File: config.mk
export PLATFORM = sky130hd
export DESIGN_NAME = vram_word_fetcher
export DESIGN_NICKNAME = d
export VERILOG_FILES = /design/src/rtl/vram_word_fetcher.sv
export SDC_FILE = /design/constraint.sdc
export NUM_CORES = 1
export LEC_CHECK = 0
export BUFFER_PORTS_ARGS = -buffer_cell sky130_fd_sc_hd__buf_2
export CAP_MARGIN = 40
export CORE_ASPECT_RATIO = 0.9
export CORE_MARGIN = 2
export CORE_UTILIZATION = 35
export CTS_CLUSTER_SIZE = 14
export DETAILED_ROUTE_END_ITERATION = 12
export PLACE_DENSITY = 0.62
export RECOVER_POWER = 100
export SYNTH_ARGS = -nofsm -noshare
export SYNTH_HDL_FRONTEND = slang
export SYNTH_SLANG_ARGS = --single-unit
File: constraint.sdc
create_clock -name clock -period 3.65 [get_ports clock]
set_input_delay 0.5475 -clock clock [delete_from_list [all_inputs] [get_ports clock]]
set_output_delay 0.5475 -clock clock [all_outputs]
set_load 0.02 [all_outputs]
File: src/rtl/vram_word_fetcher.sv
// Sequential word fetcher for the vector-RAM read port: issues byte addresses, pairs
// little-endian bytes into words and queues them in a small FIFO for the consumer.
module vram_word_fetcher #(
  parameter int unsigned ADDR_WIDTH = 15,
  parameter int unsigned DATA_WIDTH = 8,
  parameter int unsigned FIFO_DEPTH = 4
) (
  input  logic                    clock,
  input  logic                    reset_n,
  input  logic                    start,
  input  logic [ADDR_WIDTH-1:0]   start_addr,
  input  logic                    jump,
  input  logic [ADDR_WIDTH-1:0]   jump_addr,
  input  logic                    halt,
  output logic [ADDR_WIDTH-1:0]   ram_addr,
  input  logic [DATA_WIDTH-1:0]   ram_q,
  output logic [2*DATA_WIDTH-1:0] word_out,
  output logic [ADDR_WIDTH-1:0]   word_addr,
  output logic                    word_valid,
  input  logic                    word_ready,
  output logic                    busy
);

  localparam int unsigned PW = ADDR_WIDTH - 1;
  localparam int unsigned WW = 2 * DATA_WIDTH;
  localparam int unsigned CW = $clog2(FIFO_DEPTH);
  localparam int unsigned EW = ADDR_WIDTH + WW;

  typedef enum logic {IDLE, RUN}    state_t;
  typedef enum logic {PH_LO, PH_HI} phase_t;

  state_t                state_q, state_d;
  phase_t                phase_q, phase_d;
  logic [PW-1:0]         ptr_q, ptr_d, cmd_ptr;
  logic [ADDR_WIDTH-1:0] addr_d;

  logic                  iss_v, iss_hi;
  logic [PW-1:0]         iss_ptr;
  logic                  s1_v, s1_hi, s2_v, s2_hi;
  logic [PW-1:0]         s1_ptr, s2_ptr;
  logic [DATA_WIDTH-1:0] lo_q;

  logic [EW-1:0]         mem [FIFO_DEPTH];
  logic [CW-1:0]         wr_q, rd_q;
  logic [CW:0]           cnt_q;
  logic [CW+1:0]         occupancy;
  logic                  flush, push, pop, inflight;

  assign pop      = word_valid && word_ready;
  assign push     = s2_v && s2_hi && !flush;
  assign inflight = s1_v || s2_v || (phase_q == PH_HI);
  assign occupancy = (CW+2)'(cnt_q) + (CW+2)'(inflight);
  assign cmd_ptr  = jump ? jump_addr[ADDR_WIDTH-1:1] : start_addr[ADDR_WIDTH-1:1];

  // A command issues the LO byte of its first word on the same edge, so the
  // registered phase records the half still owed (HI) rather than LO.
  always_comb begin
    state_d = state_q;
    phase_d = phase_q;
    ptr_d   = ptr_q;
    addr_d  = ram_addr;
    iss_v   = 1'b0;
    iss_hi  = 1'b0;
    iss_ptr = ptr_q;
    flush   = 1'b0;
    if (halt) begin
      state_d = IDLE;
      phase_d = PH_LO;
      flush   = 1'b1;
    end else if (jump || start) begin
      state_d = RUN;
      ptr_d   = cmd_ptr;
      addr_d  = {cmd_ptr, 1'b0};
      iss_v   = 1'b1;
      iss_ptr = cmd_ptr;
      phase_d = PH_HI;
      flush   = 1'b1;
    end else if (state_q == RUN) begin
      if (phase_q == PH_HI) begin
        addr_d  = {ptr_q, 1'b1};
        ptr_d   = ptr_q + PW'(1);
        iss_v   = 1'b1;
        iss_hi  = 1'b1;
        phase_d = PH_LO;
      end else if (occupancy < (CW+2)'(FIFO_DEPTH)) begin
        addr_d  = {ptr_q, 1'b0};
        iss_v   = 1'b1;
        phase_d = PH_HI;
      end
    end
  end

  always_ff @(posedge clock or negedge reset_n) begin
    if (!reset_n) begin
      state_q  <= IDLE;
      phase_q  <= PH_LO;
      ptr_q    <= '0;
      ram_addr <= '0;
      s1_v     <= 1'b0;
      s1_hi    <= 1'b0;
      s1_ptr   <= '0;
      s2_v     <= 1'b0;
      s2_hi    <= 1'b0;
      s2_ptr   <= '0;
      lo_q     <= '0;
    end else begin
      state_q  <= state_d;
      phase_q  <= phase_d;
      ptr_q    <= ptr_d;
      ram_addr <= addr_d;
      s1_v     <= iss_v;
      s1_hi    <= iss_hi;
      s1_ptr   <= iss_ptr;
      s2_v     <= s1_v && !flush;
      s2_hi    <= s1_hi;
      s2_ptr   <= s1_ptr;
      if (s2_v && !s2_hi && !flush) lo_q <= ram_q;
    end
  end

  always_ff @(posedge clock or negedge reset_n) begin
    if (!reset_n) begin
      for (int unsigned i = 0; i < FIFO_DEPTH; i++) mem[i] <= '0;
      wr_q  <= '0;
      rd_q  <= '0;
      cnt_q <= '0;
    end else if (flush) begin
      wr_q  <= '0;
      rd_q  <= '0;
      cnt_q <= '0;
    end else begin
      if (push) begin
        mem[wr_q] <= {s2_ptr, 1'b0, ram_q, lo_q};
        wr_q      <= wr_q + CW'(1);
      end
      if (pop) rd_q <= rd_q + CW'(1);
      case ({push, pop})
        2'b10:   cnt_q <= cnt_q + (CW+1)'(1);
        2'b01:   cnt_q <= cnt_q - (CW+1)'(1);
        default: cnt_q <= cnt_q;
      endcase
    end
  end

  assign word_out   = mem[rd_q][WW-1:0];
  assign word_addr  = mem[rd_q][EW-1:WW];
  assign word_valid = (cnt_q != '0);
  assign busy       = (state_q == RUN);

endmodule

==> out/summary.txt, run 1 <==
TritonCTS buffer count = 17
Startpoint types = flop
Top post-synthesis cells by count = 198 x dfrtp_1, 133 x mux2_2, 37 x nand2_1, 30 x mux4_2, 20 x mux2_4
TritonCTS clock tree = built
Post-synth top area cell = dfrtp_1
Synth Net Count = 650
Resize count post-CTS = 0
Dpl ws = 1.144 ns
DR iter-0 viols = 251
Count of flip-flops with a built-in enable after synthesis = 0
Worst-path maximum fanout = 20
Root Buffer = clkbuf_16
Final-stage net count = 731
First-pass GRT wire length = 28.46 mm
Post-DP HPWL = 11.17 mm
Skew final = 0.01179 ns
N_diodes = 0
Failing checks = max-capacitance violations, max-slew violations
Core Footprint = 0.02498 mm²
Full die area = 0.02649 mm²
Critical Path End Type = output port
Pleak = 4.675 nW
Fin crit share = 81.13%
Sw Ratio = 26.04%
# DRC = 0
Psw = 0.001202 W
Largest cells by area after synthesis = dfrtp_1 56%, mux2_2 17%, mux4_2 7.7%, mux2_4 3.4%, buf_6 1.9%
Sequential share of power = 52.2%
H-tree depth = 4
Total clock sinks = 198
Dominant synthesized flop cell = dfrtp_1
Io pins = 92
RSZ-0062 raised after global routing = no
Hold Path Class = reg2reg
Worst EP required = 3.10 ns
CP top delay family = flip-flops
Design Power = 0.004615 W
Slew headroom = -27.91%
Clock share of power = 40.6%
Die Wd = 171.3 µm
Placement Rows = 55
Vias in the first global route = 5143
Synth Warn # = 0
Clk_lat worst skew = 0.43 ns
Post-synthesis cell count = 600
Sequential element share of the synthesized area = 56.17%
Cell area after synthesis = 0.008821 mm²
Routed WL = 17.37 mm
Status = complete, but fails checks
Area fraction of the dominant cell type after synthesis = 56.17%
Final Core Density = 39.75%
Setup bufs post-CTS = 0
Drt via density = 4.904
Synth Register Bits = 198
Most frequent cell after synthesis = dfrtp_1
Fillers = 2385
Hold buffers post-CTS = 0
GRT overflow = 0
Number of buffer and inverter stages on the critical path = 2
Highest clock rate = 0.3377 GHz
Layout cells sized above 1 = 35.73%
Largest net degree at the start of global routing = 78
Die height = 154.6 µm
Routed via count = 5081
Critical Path, Cell by Cell = buf_12 > mux4_2 > clkbuf_1
VDD IR max = 305.5 µV
Distinct cells, synth = 52
Syn avg cell area = 14.70 µm²
Comb power frac = 7.2%
Routability congestion estimate = 0.7624
Max-slew violation count = 77
Synth-to-Final Area Change = 12.58%
Worst-margin pin slew = 1.919 ns
Post-route ant nets = 0
Worst-path clk slew = 0.08 ns
Initial antenna violation count = 0
Slowest CP cell = dfrtp_1
GRT Overall Usage = 13.86%
Hold Vio Cnt, Final = 0
Crit Path Category = reg2out
Max_cap viols = 1
Drt wl/cell = 16.76 µm
Pre-Repair DR Iteration Count = 4
Internal power = 0.003414 W
Pwr dens = 464.8 mW/mm²
Tmin final = 2.961 ns
Critical path's largest stage delay = 0.93 ns
Critical path arrival = 2.41 ns
Final worst slack = 0.6886 ns
Setup TNS = 0 ns
Synth async-reset ratio = 100.0%
Max Root-Sink Buffers = 2
Hold slack = 0.3509 ns
Initial cell density of the core = 35.31%
I/O Buffers = 88
Final setup fails = 0
## cells in the final DEF (no fill, tap or decap), types with 2 or more instances in the layout
cell / count
nand2_1: 37
clkinv_4: 3
clkinv_8: 2
a22o_1: 4
o22ai_1: 2
nand3_1: 4
mux2i_1: 2
inv_6: 4
nand2b_1: 2
xnor2_1: 2
o2bb2ai_1: 4
clkbuf_1: 50
mux2_1: 20
ha_1: 5
nand4_1: 3
inv_1: 10
mux4_2: 30
inv_8: 3
nand2_2: 4
o41ai_1: 3
buf_2: 41
a21oi_1: 10
a21boi_0: 5
or3_1: 2
buf_4: 3
clkbuf_16: 17
o21ai_0: 15
nor2_1: 19
o31ai_1: 5
nor3_1: 8
dfrtp_1: 198
a21o_1: 3
mux2_2: 133
o31a_1: 4
buf_12: 2
nand3b_1: 2
a22oi_1: 11
a31oi_1: 2
clkbuf_2: 2
## power by group through the flow
stage	logic (W)	clock network (W)	registers, W
finish	0.000333	0.00187	0.00241
global route	0.000375	0.00202	0.00243
CTS	0.000354	0.00193	0.00241
detailed placement	0.000353	0	0.00245
global placement	0.000347	0	0.00245
floorplan	0.000175	0	0.00245
## per-layer routing
layer | wire length, µm | vias to the layer above | GRT usage [%]
li1 | - | 2356 | -
met1 | 8523 | 2604 | 19.77
met2 | 8046 | 111 | 21.64
met3 | 650 | 10 | 3.019
met4 | 146 | 0 | 3.269
met5 | 0 | - | 0
## stage by stage
step	instance area [µm²]	std cells
after global routing	9931	1036
final	9931	1036
after floorplan	8821	600
after global placement	9529	1003
after CTS	10130	1036
after detailed placement	9537	1004
## cell type report
type                    instances  area [µm²]  share of cell area, %
multi-input cells             357        3457                  34.81
well taps                     342       427.9                  4.309
inverters                      10       37.54                 0.3780
repair buffers                 97       461.7                  4.649
clock inverters                14       162.7                  1.638
flip-flops and latches        198        4955                  49.89
clock buffers                  18       429.2                  4.322
## logic make-up (layout without fill, tap and decap cells)
family / Yosys count / count (layout) / synth area share, %
flip-flops: 198 / 198 / 56.17
multiplexers: 185 / 185 / 28.27
AND/OR/NAND/NOR: 90 / 90 / 5.177
AO/OA/AOI/OAI: 72 / 72 / 5.787
buffers and inverters: 45 / 139 / 3.319
adder cells (fa/ha/maj): 6 / 6 / 0.9362
XOR/XNOR: 3 / 3 / 0.2979
other: 1 / 1 / 0.04251
## worst reg2reg max path, cell delays in order (launching register included)
cell     delay, ns
dfrtp_1       0.38
nand2_1       0.11
nor2_1        0.36
nand2_2       0.64
mux2_1        0.55
## final timing paths
kind                                startpoint  slack (ns)  cells past startpoint                    end
min reg2reg                s1_ptr[4]$_DFF_PN0_        0.35                      0    s2_ptr[4]$_DFF_PN0_
min                        s1_ptr[4]$_DFF_PN0_        0.35                      0    s2_ptr[4]$_DFF_PN0_
max in group asynchronous              reset_n        1.35                      2  ptr_q[10]$_DFFE_PN0P_
min in group asynchronous              reset_n        0.64                      1    mem[67]$_DFFE_PN0P_
max                        rd_q[0]$_DFFE_PN0P_        0.69                      3            word_out[6]
max reg2reg                     s2_v$_DFF_PN0_        1.49                      4    mem[93]$_DFFE_PN0P_
## state kept, by name, indices dropped and copies added, names as in the netlist
name	flops
s2_hi	1
busy	1
ptr_q	14
cnt_q	3
s1_hi	1
s2_ptr	14
wr_q	2
ram_addr	15
s2_v	1
mem	120
phase_q	1
rd_q	2
s1_ptr	14
lo_q	8
s1_v	1
Power figures use the tool's default switching activity.
==> inputs of run 2 (changes only) <==
Settings changed: PLACE_DENSITY 0.62 to 0.64.
Clock period 3.65 ns to 2.45 ns, I/O delays scaled along.
==> out/summary.txt, run 2 (synthesized netlist as in run 1, its figures left out) <==
Status = finished clean
First-pass GRT wire length = 28.70 mm (+0.88%)
DR iter-0 viols = 338 (+35%)
RSZ-0062 raised after global routing = no
GRT overflow = 0 (unchanged)
Setup bufs post-CTS = 0 (unchanged)
Drt via density = 4.932 (+0.57%)
TritonCTS clock tree = built
Internal power = 0.005027 W (+47%)
Worst-path maximum fanout = 30 (+50%)
Tmin final = 2.275 ns
Root Buffer = clkbuf_16
Worst EP required = 2.08 ns (-1.02 ns)
Final-stage net count = 745 (+1.9%)
Initial cell density of the core = 35.31% (unchanged)
Die Wd = 171.3 µm (unchanged)
VDD IR max = 397.4 µV (+30%)
Resize count post-CTS = 0 (unchanged)
Hold Vio Cnt, Final = 0 (unchanged)
Max Root-Sink Buffers = 2 (unchanged)
CP top delay family = multiplexers
Startpoint types = flop
Largest regs = mem: 120 flops, ram_addr: 15 flops
R2r setup slk = 0.30 ns (-1.19 ns)
Drt wl/cell = 16.97 µm (+1.2%)
Setup TNS = 0 ns (unchanged)
Largest net degree at the start of global routing = 68 (-13%)
Crit Path Category = reg2out
Highest clock rate = 0.4396 GHz
Full die area = 0.02649 mm² (unchanged)
Slew headroom = 34.72% (+63 points)
GRT Overall Usage = 14.05% (+0.19 points)
Routability congestion estimate = 0.7550 (-0.97%)
I/O Buffers = 88 (unchanged)
Critical path arrival = 1.91 ns (-0.50 ns)
Commonest cells after routing, fill and taps aside = 197 x dfrtp_1, 132 x mux2_2, 51 x clkbuf_1
Die height = 154.6 µm (unchanged)
Final setup fails = 0 (unchanged)
Clk_lat worst skew = 0.44 ns (about the same)
Layout cells sized above 1 = 37.15% (+1.4 points)
Total clock sinks = 198 (unchanged)
Comb power frac = 7.3% (about the same)
Routed via count = 5179 (+1.9%)
# DRC = 0 (unchanged)
Critical Path, Cell by Cell = buf_12 > mux4_2 > clkbuf_2
Vias in the first global route = 5156 (+0.25%)
Max_cap viols = 0 (-1)
Sequential share of power = 52.2% (about the same)
Clock share of power = 40.5% (about the same)
Pwr dens = 684.1 mW/mm² (+47%)
Worst-path clk slew = 0.08 ns (about the same)
Most common cell after layout, fill and taps aside = dfrtp_1
Fin crit share = 92.85%
Io pins = 92 (unchanged)
N_diodes = 0 (unchanged)
Initial antenna violation count = 0 (unchanged)
Pleak = 4.779 nW (+2.2%)
H-tree depth = 4 (unchanged)
Core Footprint = 0.02498 mm² (unchanged)
Placement Rows = 55 (unchanged)
Post-route ant nets = 0 (unchanged)
Final Core Density = 40.25% (+0.50 points)
Psw = 0.001851 W (+54%)
Sw Ratio = 26.92% (+0.88 points)
Skew final = 0.02020 ns (+0.008411 ns)
Post-DP HPWL = 11.53 mm (+3.2%)
Critical path's largest stage delay = 0.59 ns (-0.34 ns)
Max-slew violation count = 0 (-100%)
Routed WL = 17.82 mm (+2.6%)
Critical Path End Type = output port
Slowest CP cell = mux4_2
Number of flip-flops in the largest register = 120 (unchanged)
TritonCTS buffer count = 17 (unchanged)
Number of buffer and inverter stages on the critical path = 2 (unchanged)
Hold Path Class = in2reg
Synth-to-Final Area Change = 13.99%
Worst-margin pin slew = 0.9792 ns (-0.9395 ns)
Pre-Repair DR Iteration Count = 5 (+1)
Most flop-heavy register = mem
==> run 2: worst register-to-register path: cells and delay by family (launching register included) <==
kind                   cells  cell delay (ns)
muxes                      1             0.46
buffers and inverters      1             0.41
DFF                        1             0.40
and+or+nand+nor            3             0.75
==> run 2: stage by stage <==
stage	hold WS (ns)	std cells	worst slack (ns)	power, W	area (µm²)
floorplan	0.07191	600	0.5564	0.003915	8821
global placement	0.3324	1017	0.3765	0.004182	9647
detailed placement	0.3347	1017	0.3778	0.004195	9647
CTS	0.2143	1050	0.1368	0.006985	10260
global route	0.2137	1050	0.09366	0.007181	10050
finish	0.2257	1050	0.1752	0.006878	10050
==> run 2: layer usage <==
layer  track usage (%)  part of all wire (%)
met4             3.793                   1.3
met5                 0                     0
met3             3.352                   3.8
met1             20.36                    49
met2             21.14                    45
==> run 2: power groups by stage <==
| stage | sequential (W) | clock, W | combinational, W |
|---|---|---|---|
| final | 0.00359 | 0.00278 | 0.000504 |
| after global routing | 0.00362 | 0.00300 | 0.000563 |
| after CTS | 0.00359 | 0.00285 | 0.000543 |
| after detailed placement | 0.00366 | 0 | 0.000539 |
| after global placement | 0.00365 | 0 | 0.000532 |
| after floorplan | 0.00366 | 0 | 0.000260 |
==> run 2: final timing paths <==
check | start | endpoint | depth (start not counted)
setup / recovery | rd_q[0]$_DFFE_PN0P_ | word_addr[13] | 3
min in group asynchronous | reset_n | mem[101]$_DFFE_PN0P_ | 2
max in group asynchronous | reset_n | ram_addr[12]$_DFFE_PN0P_ | 3
setup reg to reg | s2_v$_DFF_PN0_ | mem[17]$_DFFE_PN0P_ | 5
hold reg to reg | s1_ptr[3]$_DFF_PN0_ | s2_ptr[3]$_DFF_PN0_ | 0
hold / removal | ram_q[4] | lo_q[4]$_DFFE_PN0P_ | 2
==> run 2: layout make-up <==
cell class | count | area [µm²]
fill | 2339 | 14930
sequential | 198 | 4956
multi-input combinational | 357 | 3490
timing repair buffer | 111 | 543.0
clock buffer | 18 | 439.2
tap | 342 | 427.9
clock inverter | 14 | 161.4
inverter | 10 | 37.54
==> run 2: repair_timing <==
action,4_1_cts,5_1_grt
setup endpoints to repair,0,0
endpoints found under the hold margin,62,0
hold buffers,1,0
